File: src/rtl/remote_req_queue_pkg.sv
// Shared request types and helpers for the remote request queue.
package remote_req_queue_pkg;

  // Kind of remote request issued by the load/store unit.
  typedef enum logic [1:0] {
    e_req_store  = 2'd0,
    e_req_load   = 2'd1,
    e_req_amo    = 2'd2,
    e_req_icache = 2'd3
  } remote_req_op_e;

  // Request layout as seen at the LSU / network TX boundary.
  typedef struct packed {
    remote_req_op_e op;
    logic [3:0]     mask;
    logic [31:0]    addr;
    logic [31:0]    data;
  } remote_req_s;

  localparam int remote_req_width_gp = $bits(remote_req_s);

  // Increment a pointer and wrap at els; works for non-power-of-two depths.
  function automatic int unsigned wrap_inc(input int unsigned ptr, input int unsigned els);
    return (ptr + 1 == els) ? 0 : ptr + 1;
  endfunction

endpackage

File: src/rtl/remote_req_fifo.sv
// Small 1r1w FIFO holding the queued requests and the read/write pointers.
// Occupancy is tracked by the parent; enq_i/deq_i must already be qualified.
module remote_req_fifo
  import remote_req_queue_pkg::*;
#(
  parameter int els_p       = 2,
  parameter int ptr_width_p = 1,
  parameter int width_p     = remote_req_width_gp
) (
  input  logic               clk_i,
  input  logic               reset_i,
  input  logic               enq_i,
  input  logic               deq_i,
  input  logic [width_p-1:0] data_i,
  output logic [width_p-1:0] data_o
);

  logic [width_p-1:0]     mem_r [els_p];
  logic [ptr_width_p-1:0] wptr_r;
  logic [ptr_width_p-1:0] rptr_r;

  // Advance pointers on qualified enqueue/dequeue, wrapping at els_p.
  always_ff @(posedge clk_i or posedge reset_i) begin
    if (reset_i) begin
      wptr_r <= '0;
      rptr_r <= '0;
    end else begin
      if (enq_i) wptr_r <= ptr_width_p'(wrap_inc(32'(wptr_r), els_p));
      if (deq_i) rptr_r <= ptr_width_p'(wrap_inc(32'(rptr_r), els_p));
    end
  end

  // Per-entry storage; contents need no reset since validity lives in the parent.
  for (genvar gi = 0; gi < els_p; gi++) begin : g_entry
    always_ff @(posedge clk_i) begin
      if (enq_i && (wptr_r == ptr_width_p'(gi))) mem_r[gi] <= data_i;
    end
  end

  // Head entry is read straight from registered storage.
  assign data_o = mem_r[rptr_r];

endmodule

File: src/rtl/remote_req_queue.sv
// Remote request queue between the LSU and network TX. Every queued entry
// reserves one outstanding-request credit, so the head is never presented
// to the network without a credit behind it.
module remote_req_queue
  import remote_req_queue_pkg::*;
#(
  parameter  int els_p             = 2,
  parameter  int max_out_credits_p = 32,
  localparam int credit_width_lp   = $clog2(max_out_credits_p+1),
  localparam int ptr_width_lp      = $clog2(els_p)
) (
  input  logic                             clk_i,
  input  logic                             reset_i,
  input  logic [$bits(remote_req_s)-1:0]   remote_req_i,
  input  logic                             remote_req_v_i,
  output logic                             ready_o,
  output logic [$bits(remote_req_s)-1:0]   remote_req_o,
  output logic                             remote_req_v_o,
  input  logic                             remote_req_yumi_i,
  input  logic                             credit_return_i,
  output logic [credit_width_lp-1:0]       out_credits_o,
  output logic                             fence_busy_o
);

  localparam int count_width_lp = $clog2(els_p+1);
  localparam logic [credit_width_lp-1:0] max_credits_lp = credit_width_lp'(max_out_credits_p);

  logic [count_width_lp-1:0]  count_r;
  logic [credit_width_lp-1:0] credits_r;
  logic enq;
  logic deq;
  logic credit_inc;
  logic credit_overflow_err;
  logic yumi_empty_err;

  // Admission uses registered state only: room in the queue and a spare credit.
  assign ready_o = (int'(count_r) < els_p) && (int'(credits_r) > int'(count_r));

  assign remote_req_v_o = (count_r != '0);
  assign enq            = remote_req_v_i & ready_o;
  assign deq            = remote_req_yumi_i & remote_req_v_o;

  // A return at full credits is spurious and ignored, unless it pairs with a
  // dequeue in the same cycle, in which case the two cancel.
  assign credit_inc = credit_return_i & ((credits_r != max_credits_lp) | deq);

  assign credit_overflow_err = credit_return_i & (credits_r == max_credits_lp);
  assign yumi_empty_err      = remote_req_yumi_i & ~remote_req_v_o;

  assign out_credits_o = credits_r;
  assign fence_busy_o  = (count_r != '0) | (credits_r != max_credits_lp);

  // Track queue occupancy.
  always_ff @(posedge clk_i or posedge reset_i) begin
    if (reset_i) begin
      count_r <= '0;
    end else if (enq & ~deq) begin
      count_r <= count_r + count_width_lp'(1);
    end else if (deq & ~enq) begin
      count_r <= count_r - count_width_lp'(1);
    end
  end

  // Consume a credit per dequeued request, restore one per network response.
  always_ff @(posedge clk_i or posedge reset_i) begin
    if (reset_i) begin
      credits_r <= max_credits_lp;
    end else if (deq & ~credit_inc) begin
      credits_r <= credits_r - credit_width_lp'(1);
    end else if (credit_inc & ~deq) begin
      credits_r <= credits_r + credit_width_lp'(1);
    end
  end

  remote_req_fifo #(
    .els_p       (els_p),
    .ptr_width_p (ptr_width_lp),
    .width_p     ($bits(remote_req_s))
  ) fifo (
    .clk_i   (clk_i),
    .reset_i (reset_i),
    .enq_i   (enq),
    .deq_i   (deq),
    .data_i  (remote_req_i),
    .data_o  (remote_req_o)
  );

`ifndef SYNTHESIS
  // Flag network-side protocol violations; the datapath ignores both.
  always @(negedge clk_i) begin
    if (!reset_i) begin
      assert (!yumi_empty_err)
        else $error("remote_req_queue: yumi with no valid head");
      assert (!credit_overflow_err)
        else $warning("remote_req_queue: credit return at full credits ignored");
    end
  end
`endif

endmodule

File: config.mk
export PLATFORM = sky130hd
export DESIGN_NAME = remote_req_queue
export DESIGN_NICKNAME = d
export VERILOG_FILES = /design/src/rtl/remote_req_queue_pkg.sv /design/src/rtl/remote_req_fifo.sv /design/src/rtl/remote_req_queue.sv
export SDC_FILE = /design/constraint.sdc
export NUM_CORES = 1
export LEC_CHECK = 0
export BUFFER_PORTS_ARGS = -buffer_cell sky130_fd_sc_hd__buf_2
export CORE_MARGIN = 5
export CORE_UTILIZATION = 45
export CTS_BUF_LIST = sky130_fd_sc_hd__clkbuf_4 sky130_fd_sc_hd__clkbuf_8 sky130_fd_sc_hd__clkbuf_16
export CTS_CLUSTER_SIZE = 12
export DETAILED_ROUTE_END_ITERATION = 16
export HOLD_SLACK_MARGIN = 0.12
export PLACE_DENSITY = 0.82
export RECOVER_POWER = 100
export SYNTH_ARGS = -nofsm -noshare
export SYNTH_HDL_FRONTEND = slang
export SYNTH_SLANG_ARGS = --single-unit
File: constraint.sdc
create_clock -name clk_i -period 5.9 [get_ports clk_i]
set_input_delay 0 -clock clk_i [delete_from_list [all_inputs] [get_ports clk_i]]
set_output_delay 0 -clock clk_i [all_outputs]
set_load 0.005 [all_outputs]
# Word-level counts from Yosys, hierarchy flattened
# Memory sizes are Yosys's and may differ from the RTL's.
# Cells that the tools add are included.
# word_totals
elab_cells,49
ram_bits,140
memories,1
regBits,10
# classes
add_sub_neg,6
n_reduce_logical,7
magnitude_cmp,2
muxes,13
n_eq_ne,3
n_bitwise,13
# memory_table
name,words,width,rd,rd_ports_with_merged_regs,wr,line,rtl
fifo.mem_r,2,70,1,0,1,remote_req_fifo.sv:18,logic [width_p-1:0] mem_r [els_p];
# ops
operator,count
$mux W70,1
$reduce_or A70 Y1,1
$mux W6,2
$mux W1,8
$and A1 B1 Y1,7
$add A6 B1 Y6 const B,1
$gt A6 B2 Y1,1
$ne A6 B6 Y1 const B,1
$reduce_bool A2 Y1,3
$sub A6 B1 Y6 const B,1
$add A1 B1 Y2 const B,2
$eq A2 B2 Y1 const B,2
$mux W2,2
$not A1 Y1,4
$logic_and A1 B1 Y1,3
$add A2 B1 Y2 const B,1
$lt A2 B2 Y1 const B,1
$or A1 B1 Y1,2
$sub A2 B1 Y2 const B,1

# Logic depth before layout (Yosys ltp)
# Gate-level depths: netlist of the first run.
# logic_depth
ltp_word,8
ltp_mapped,9
mapped_depth_nobuf,9

# Modules after synthesis
# Synthesis of the first run repeated with hierarchy kept, for this count alone.
# hier_totals
hier_cells,283
area_unflattened_um2,6074.6
# by_module_without_submodules
module,area_each_um2,cells_per_inst,seq_area_each_um2,n_inst
remote_req_fifo,5486.5,225,4254.1,1
remote_req_queue,588.1,58,201.4,1

# Worst setup path before layout of the first run
# No wires, ideal clock.
# synth_timing
path_kind,reg2reg
startpoint,register count_r[1]
endpoint,memory fifo.mem_r[0][0] (netlist name) (enable)
synth_period_minus_slack_ns,5.054
arrival_time_ns,4.547
setup_time_ns,0.507
path_stages_with_launch,7
t_required_ns,5.393
path_slack_ns,0.846
cell_sequence,dfrtp_1 > inv_1 > ha_1 > nor2b_1 > o21ai_0 > a311oi_2 > nor2b_1
# synth_between
elab_chain_len,8
# synth_lines
element,line,rtl
from (decl),remote_req_queue.sv:28,logic [count_width_lp-1:0] count_r;
from (signal assigned),remote_req_queue.sv:58,count_r <= count_r + count_width_lp'(1);
from (signal assigned),remote_req_queue.sv:60,count_r <= count_r - count_width_lp'(1);
$gt A6 B2 Y1 / $lt A2 B2 Y1 (equally long branches),remote_req_queue.sv:37,assign ready_o = (int'(count_r) < els_p) && (int'(credits_r) > int'(count_r));
$logic_and A1 B1 Y1 *,remote_req_queue.sv:37,
$and A1 B1 Y1 *,remote_req_queue.sv:40,assign enq = remote_req_v_i & ready_o;
$logic_and A1 B1 Y1,remote_req_fifo.sv:36,if (enq_i && (wptr_r == ptr_width_p'(gi))) mem_r[gi] <= data_i;
$mux W1,remote_req_fifo.sv:36,
$mux W1 (not written as such),remote_req_fifo.sv:36,
$reduce_or A70 Y1 (no source line),--,
$mux W1 (no source line),--,
to (decl),remote_req_fifo.sv:18,
# Every way passes the cells marked *; elsewhere a longest branch is shown, timed or not.

# Final worst setup path of the first run
# layout_timing
startpoint,register fifo.rptr_r
endpoint,output remote_req_o[61]
# layout_between
elab_chain_len,1
# layout_lines
element,line,rtl
from (decl),remote_req_fifo.sv:20,logic [ptr_width_p-1:0] rptr_r;
from (signal assigned),remote_req_fifo.sv:29,"if (deq_i) rptr_r <= ptr_width_p'(wrap_inc(32'(rptr_r), els_p));"
$mem_v2 Z2 W70,--,
to (decl),remote_req_queue.sv:17,"output logic [$bits(remote_req_s)-1:0] remote_req_o,"
# No other way between the ends.

==> results of run 1 <==
power by group:
group,internal [mW],leakage (nW),switching (mW)
Combinational,0.472,1.07,0.478
Sequential,1.42,1.40,0.120
Clock,0.578,0.268,0.400
Total,2.47,2.74,0.998
flip-flops by register name, summed over array words and instances, names as in the netlist:
| register | flops |
|---|---|
| count_r | 2 |
| fifo.mem_r | 140 |
| fifo.rptr_r | 1 |
| fifo.wptr_r | 1 |
| out_credits_o | 6 |
stage by stage:
step / area, µm² / power, mW / hold slack (ns) / instances / worst slack [ns]
after floorplan: 5690 / 2.13 / -0.161 / 281 / 0.846
after global placement: 6660 / 2.48 / 0.0266 / 600 / 2.55
after detailed placement: 6660 / 2.52 / 0.0449 / 600 / 2.44
after CTS: 7940 / 3.54 / 0.134 / 706 / 2.42
after global routing: 7780 / 3.65 / 0.197 / 706 / 1.55
final: 7780 / 3.47 / 0.144 / 706 / 1.85
logic make-up after synthesis:
family                   after synthesis  share of synthesized area, %
flip-flops                           150                          78.3
multiplexers                          71                          14.1
AND/OR/NAND/NOR                       19                          1.96
AO/OA/AOI/OAI                         14                          2.18
buffers and inverters                 13                          1.01
XOR/XNOR                              10                          1.54
adder cells (fa/ha/maj)                4                         0.880
placed cells by master (no fill, tap or decap), drive strengths merged, types with 4 or more instances in the layout:
cell type	netlist	routed
buf	7	50
clkbuf	1	123
clkinv	0	9
dfrtp	9	9
dlygate4sd3	0	74
edfxtp	140	140
ha	4	4
inv	5	7
mux2	71	71
nor2	5	5
xnor2	7	7
metal layers:
layer | vias up | GRT usage (%) | share of wire (%)
met5 | - | 0 | 0
met4 | 0 | 5.88 | 1.3
met3 | 13 | 5.39 | 6.7
met2 | 123 | 30.6 | 53
met1 | 1679 | 19.1 | 39
li1 | 1590 | - | -
final timing paths:
path                                              startpoint                           end  slack, ns  depth (start not counted)
min in group clk_i                          remote_req_i[61]   fifo.mem_r[1][61]$_DFFE_PP_       0.31                          2
worst max-delay path                 fifo.rptr_r$_DFFE_PP0N_              remote_req_o[61]       1.85                          3
worst min-delay path                                 reset_i        count_r[1]$_DFFE_PP0P_       0.14                          3
worst min register to register       fifo.wptr_r$_DFFE_PP0N_       fifo.wptr_r$_DFFE_PP0N_       0.55                          1
worst max register to register  out_credits_o[1]$_DFFE_PP0P_   fifo.mem_r[0][30]$_DFFE_PP_       2.38                          6
max in group asynchronous                            reset_i  out_credits_o[5]$_DFFE_PP1P_       5.43                          3
what timing repair did:
action,in CTS,in global routing
buffers inserted,0,0
hold buffers,74,0
hold endpoints to repair,154,0
cell type report:
type,count,area (µm²)
flip-flops and latches,150,4460
fillers,956,4740
well taps,172,215
inverters,5,18.8
repair buffers,229,1390
clock inverters,14,109
multi-input cells,118,1160
clock buffers,18,433
worst min-delay path, stage by stage:
cell and delay (ns):
sky130_fd_sc_hd__dlygate4sd3_1 0.54, sky130_fd_sc_hd__buf_2 0.13, sky130_fd_sc_hd__inv_1 0.32
==> metrics.json, run 1 <==
{
  "vias": {"value": 3405},
  "worstPathArrival": {"value": 4.05, "unit": "ns"},
  "clock_insertion_delay_worst_skew": {"value": 0.42, "unit": "ns"},
  "setup_total_negative_slack": {"value": 0, "unit": "ns"},
  "synth_largest_area_cell": {"value": "sky130_fd_sc_hd__edfxtp_1"},
  "critical-path-top-delay-family": {"value": "buffers and inverters"},
  "async_reset_ff_share": {"value": 6.67, "unit": "%"},
  "drv_cap": {"value": 1},
  "number_of_flops_mapped_to_enable_cells_by_yosys": {"value": 140},
  "grt.total_usage": {"value": 17.0, "unit": "%"},
  "cts_made_buffers": {"value": 17},
  "synth.net_count": {"value": 360},
  "rsz0062_at_grt": {"value": "false"},
  "synth_seq_area_share": {"value": 78.3, "unit": "%"},
  "post_cts_resized": {"value": 0},
  "netlist_top_cells_area": {"value": "sky130_fd_sc_hd__edfxtp_1, sky130_fd_sc_hd__mux2_2, sky130_fd_sc_hd__dfrtp_1"},
  "nets": {"value": 600},
  "cts_tree": {"value": "done"},
  "global_route_wire_length_before_repair": {"value": 19.0, "unit": "mm"},
  "synth_commonest_cells": {"value": "sky130_fd_sc_hd__edfxtp_1, sky130_fd_sc_hd__mux2_2, sky130_fd_sc_hd__dfrtp_1"},
  "timing.hold.worst.class": {"value": "primary input to asynchronous set/reset pin"},
  "finalSetupViolCount": {"value": 0},
  "place.gp.congestion": {"value": 0.939},
  "outcome": {"value": "finished with violations"},
  "critical_path.n_buffers_inverters": {"value": 2},
  "drt-vias-per-instance": {"value": 4.82},
  "syn_area": {"value": 0.00569, "unit": "mm²"},
  "wl_per_cell": {"value": 17.6, "unit": "µm"},
  "globalRoute.totalOverflow": {"value": 0},
  "synth_top_area_share": {"value": 73.9, "unit": "%"},
  "numPortBuffers": {"value": 153},
  "path_max_fanout": {"value": 48},
  "antenna_found_initial": {"value": 0},
  "drive_gt1_share": {"value": 28.7, "unit": "%"},
  "maxSlewHeadroom": {"value": -80.8, "unit": "%"},
  "worst_path_most_repeated_cell": {"value": "sky130_fd_sc_hd__clkbuf_1"},
  "worst_slew_pin_slew": {"value": 2.71, "unit": "ns"},
  "dp_hpwl": {"value": 7.57, "unit": "mm"},
  "maxSlewViolCount": {"value": 49},
  "critPathSlowestCell": {"value": "sky130_fd_sc_hd__clkbuf_1"},
  "num_rows": {"value": 41},
  "critical_path_required": {"value": 5.90, "unit": "ns"},
  "vdd_ir_drop_max": {"value": 0.245, "unit": "mV"},
  "power.static_leakage": {"value": 2.74, "unit": "nW"},
  "postRouteAntennaNets": {"value": 0},
  "layout_min_cycle_time": {"value": 4.05, "unit": "ns"},
  "htreeDepth": {"value": 4},
  "yosys.cell_count.top_type": {"value": "sky130_fd_sc_hd__edfxtp_1"},
  "core_region_area": {"value": 0.0125, "unit": "mm²"},
  "clock_root_cell": {"value": "sky130_fd_sc_hd__clkbuf_16"},
  "primary_ff_master_synth": {"value": "sky130_fd_sc_hd__edfxtp_1"},
  "cts.sink_count": {"value": 150},
  "total_wire_length_after_detailed_routing": {"value": 12.5, "unit": "mm"},
  "die-area": {"value": 0.0150, "unit": "mm²"},
  "worstSetupPathType": {"value": "flop to output pin"},
  "post-route-drc-count": {"value": 0},
  "drt_pass_1_iters": {"value": 4},
  "number_of_global_route_vias_before_repair": {"value": 3699},
  "postLayoutCoreUtil": {"value": 62.1, "unit": "%"},
  "syn_avg_cell_area": {"value": 20.2, "unit": "µm²"},
  "n_antenna_cell": {"value": 0},
  "mapped_cells": {"value": 281},
  "synth.yosys.warnings": {"value": 0},
  "finalHoldViolations": {"value": 0},
  "worst_setup_hold_path_clk_slew": {"value": 0.06, "unit": "ns"},
  "synth_cell_types": {"value": 37},
  "syn_to_layout_area_delta": {"value": 36.7, "unit": "%"},
  "io_count": {"value": 154},
  "layout_worst_path_cycle_share": {"value": 68.6, "unit": "%"},
  "yosys_register_bits": {"value": 150},
  "cts-root-to-sink-buffers": {"value": 2},
  "max_stage_delay": {"value": 1.98, "unit": "ns"},
  "maximum_number_of_pins_on_one_net_before_global_route_repair": {"value": 71},
  "initial_core_util": {"value": 45.5, "unit": "%"},
  "clock.fmax": {"value": 0.247, "unit": "GHz"},
  "path_cells": {"value": "clkbuf_1 > mux2_2 > clkbuf_1"},
  "die_h": {"value": 122, "unit": "µm"},
  "drt_iter0_drc": {"value": 235},
  "setup.worst_path.end_class": {"value": "output pin"},
  "skew": {"value": 0.00906, "unit": "ns"},
  "p_per_area": {"value": 446, "unit": "mW/mm²"},
  "violated_checks": {"value": "capacitance limit, slew limit"},
  "chipWidth": {"value": 122, "unit": "µm"},
  "crit_path_start_kind": {"value": "flop"}
}
No activity file was read; power rests on OpenSTA's default activity.
==> run 2: changes to the inputs <==
PLACE_DENSITY = 0.85   (was 0.82)
clock period = 3.3 ns   (was 5.9 ns; I/O delays follow)
==> run 2 against run 1 <==
Clock power up 98%. The run still ends with capacitance limit, slew limit left. Via count increased by 0.76%. Core utilization rose by 0.97 points. Hold slack better by 0.16 ns. Die area unchanged. Largest cell class unchanged. Flip-flop and latch count did not move. Critical path depth is 4 higher. Highest routed layer unchanged. Combinational power rose by 67%. Sequential share of layout area decreased by 0.86 points. Sequential power up 86%.
==> metrics.json, run 2 (synthesis gave the netlist of run 1 again) <==
{
  "outcome": {"value": "finished with violations", "change": "unchanged"},
  "violated_checks": {"value": "capacitance limit, slew limit", "change": "unchanged"},
  "antenna_found_initial": {"value": 0, "change": "unchanged"},
  "cts.sink_count": {"value": 150, "change": "unchanged"},
  "vdd_ir_drop_max": {"value": 0.449, "unit": "mV", "change": "was 0.245 mV"},
  "hold_start": {"value": "remote_req_i[60]"},
  "final_common_cell": {"value": "sky130_fd_sc_hd__edfxtp_1", "change": "unchanged"},
  "total_of_hold_buffers_inserted_after_clock_tree_synthesis": {"value": 75, "change": "was 74"},
  "maxSlewHeadroom": {"value": -8.50, "unit": "%", "change": "was -80.8%"},
  "drt_iter0_drc": {"value": 189, "change": "was 235"},
  "grt.total_usage": {"value": 16.7, "unit": "%", "change": "was 17.0%"},
  "clock.fmax": {"value": 0.356, "unit": "GHz"},
  "postLayoutCoreUtil": {"value": 63.1, "unit": "%", "change": "was 62.1%"},
  "clock_insertion_delay_worst_skew": {"value": 0.41, "unit": "ns", "change": "was 0.42 ns"},
  "drv_cap": {"value": 1, "change": "unchanged"},
  "drt_pass_1_iters": {"value": 4, "change": "unchanged"},
  "cts_made_buffers": {"value": 17, "change": "unchanged"},
  "n_antenna_cell": {"value": 0, "change": "unchanged"},
  "path_max_fanout": {"value": 37, "change": "was 48"},
  "clock_root_cell": {"value": "sky130_fd_sc_hd__clkbuf_16", "change": "unchanged"},
  "dpl.cell_count": {"value": 602, "change": "was 600"},
  "cts-root-to-sink-buffers": {"value": 2, "change": "unchanged"},
  "worstSetupPathType": {"value": "flop to flop", "change": "was flop to output pin"},
  "layout_min_cycle_time": {"value": 2.81, "unit": "ns"},
  "skew": {"value": 0.00694, "unit": "ns", "change": "was 0.00906 ns"},
  "postRouteAntennaNets": {"value": 0, "change": "unchanged"},
  "syn_to_layout_area_delta": {"value": 38.8, "unit": "%", "change": "was 36.7%"},
  "global_route_wire_length_before_repair": {"value": 18.7, "unit": "mm", "change": "was 19.0 mm"},
  "dp_hpwl": {"value": 7.54, "unit": "mm", "change": "was 7.57 mm"},
  "finalHoldViolations": {"value": 0, "change": "unchanged"},
  "number_of_global_route_vias_before_repair": {"value": 3680, "change": "was 3699"},
  "post_cts.repair.setup_buffers": {"value": 0, "change": "unchanged"},
  "stdcell_count": {"value": 709, "change": "was 706"},
  "core_region_area": {"value": 0.0125, "unit": "mm²", "change": "unchanged"},
  "chipWidth": {"value": 122, "unit": "µm", "change": "unchanged"},
  "place.gp.congestion": {"value": 0.877, "change": "was 0.939"},
  "worstPathArrival": {"value": 2.86, "unit": "ns", "change": "was 4.05 ns"},
  "die_h": {"value": 122, "unit": "µm", "change": "unchanged"},
  "commonest_non_fill_non_tap_cells_in_the_layout": {"value": "sky130_fd_sc_hd__edfxtp_1, sky130_fd_sc_hd__clkbuf_1, sky130_fd_sc_hd__dlygate4sd3_1", "change": "unchanged"},
  "rsz0062_at_grt": {"value": "false", "change": "unchanged"},
  "worstReg2RegStart": {"value": "count_r[1]$_DFFE_PP0P_", "change": "was out_credits_o[1]$_DFFE_PP0P_"},
  "timing.hold.worst.class": {"value": "primary input to flop", "change": "was primary input to asynchronous set/reset pin"},
  "numPortBuffers": {"value": 153, "change": "unchanged"},
  "die-area": {"value": 0.0150, "unit": "mm²", "change": "unchanged"},
  "crit_path_start_kind": {"value": "flop", "change": "unchanged"},
  "htreeDepth": {"value": 4, "change": "unchanged"},
  "setup_total_negative_slack": {"value": 0, "unit": "ns", "change": "unchanged"},
  "power.static_leakage": {"value": 2.75, "unit": "nW", "change": "was 2.74 nW"},
  "maximum_number_of_pins_on_one_net_before_global_route_repair": {"value": 72, "change": "was 71"},
  "vias": {"value": 3431, "change": "was 3405"},
  "worstSetupStartpoint": {"value": "count_r[1]$_DFFE_PP0P_", "change": "was fifo.rptr_r$_DFFE_PP0N_"},
  "io_count": {"value": 154, "change": "unchanged"},
  "setup.worst_path.end_class": {"value": "flop", "change": "was output pin"},
  "num_rows": {"value": 41, "change": "unchanged"},
  "globalRoute.totalOverflow": {"value": 0, "change": "unchanged"},
  "initial_core_util": {"value": 45.5, "unit": "%", "change": "unchanged"},
  "worst_slew_pin_slew": {"value": 1.63, "unit": "ns", "change": "was 2.71 ns"},
  "p_per_area": {"value": 810, "unit": "mW/mm²", "change": "was 446 mW/mm²"},
  "drive_gt1_share": {"value": 29.1, "unit": "%", "change": "was 28.7%"},
  "worst_setup_hold_path_clk_slew": {"value": 0.06, "unit": "ns", "change": "about the same"},
  "post_cts_resized": {"value": 0, "change": "unchanged"},
  "nets": {"value": 603, "change": "was 600"},
  "largest_reg_flops": {"value": 140, "change": "unchanged"},
  "drt-vias-per-instance": {"value": 4.84, "change": "was 4.82"},
  "finalSetupViolCount": {"value": 0, "change": "unchanged"},
  "post-route-drc-count": {"value": 0, "change": "unchanged"},
  "layout_worst_path_cycle_share": {"value": 85.2, "unit": "%"},
  "critical_path_required": {"value": 3.35, "unit": "ns", "change": "was 5.90 ns"},
  "fillCellCount": {"value": 967, "change": "was 956"},
  "cts_tree": {"value": "done", "change": "unchanged"},
  "timing.hold.ws": {"value": 0.307, "unit": "ns", "change": "was 0.144 ns"},
  "total_wire_length_after_detailed_routing": {"value": 12.1, "unit": "mm", "change": "was 12.5 mm"},
  "largest_register": {"value": "fifo.mem_r", "change": "unchanged"},
  "maxSlewViolCount": {"value": 72, "change": "was 49"},
  "wl_per_cell": {"value": 17.1, "unit": "µm", "change": "was 17.6 µm"}
}
==> run 2: where the power goes <==
part / switching, mW / internal [mW] / total [mW]
combinational: 0.736 / 0.851 / 1.59
clock: 0.739 / 1.20 / 1.94
sequential: 0.338 / 2.53 / 2.87
total: 1.81 / 4.59 / 6.40
==> run 2: layer usage <==
metal	global-route usage (%)	vias up	part of all wire [%]
met5	0	-	0
met4	6.93	0	1.6
met3	5.67	17	6.2
met2	29.6	132	53
met1	18.3	1689	39
li1	-	1593	-
==> run 2: path summary, 6_finish.rpt <==
| kind | endpoint | slack, ns | cells past startpoint |
|---|---|---|---|
| max | fifo.mem_r[0][45]$_DFFE_PP_ | 0.49 | 7 |
| min in group asynchronous | out_credits_o[3]$_DFFE_PP0P_ | 0.70 | 4 |
| max in group asynchronous | out_credits_o[5]$_DFFE_PP1P_ | 2.27 | 4 |
| min | fifo.mem_r[0][60]$_DFFE_PP_ | 0.31 | 2 |
| min reg2reg | fifo.wptr_r$_DFFE_PP0N_ | 0.55 | 1 |
| max reg2reg | fifo.mem_r[0][45]$_DFFE_PP_ | 0.49 | 7 |
==> run 2: worst max-delay path, cell delays in order, from the launching register on <==
cell and delay (ns):
sky130_fd_sc_hd__dfrtp_1 0.44, sky130_fd_sc_hd__inv_1 0.10, sky130_fd_sc_hd__ha_1 0.30, sky130_fd_sc_hd__nor2b_1 0.11, sky130_fd_sc_hd__o21ai_0 0.11, sky130_fd_sc_hd__a311oi_1 0.61, sky130_fd_sc_hd__nor2b_4 0.27, sky130_fd_sc_hd__clkbuf_4 0.46
==> run 2: metrics by stage <==
stage | total power [mW] | instance area, µm² | worst slack, ns
floorplan | 3.79 | 5700 | 0.341
global placement | 4.45 | 6690 | 0.751
detailed placement | 4.51 | 6690 | 0.645
CTS | 6.55 | 8050 | 0.632
global route | 6.72 | 7900 | 0.307
finish | 6.40 | 7900 | 0.490
==> run 2: layout make-up <==
type                            instances  area, µm²  share of cell area [%]
Clock buffer                           18        433                    5.48
Clock inverter                         14        180                    2.28
Multi-Input combinational cell        118       1180                    14.9
Sequential cell                       150       4460                    56.4
Timing Repair Buffer                  232       1420                    18.0
Tap cell                              172        215                    2.72
Inverter                                5       18.8                   0.238
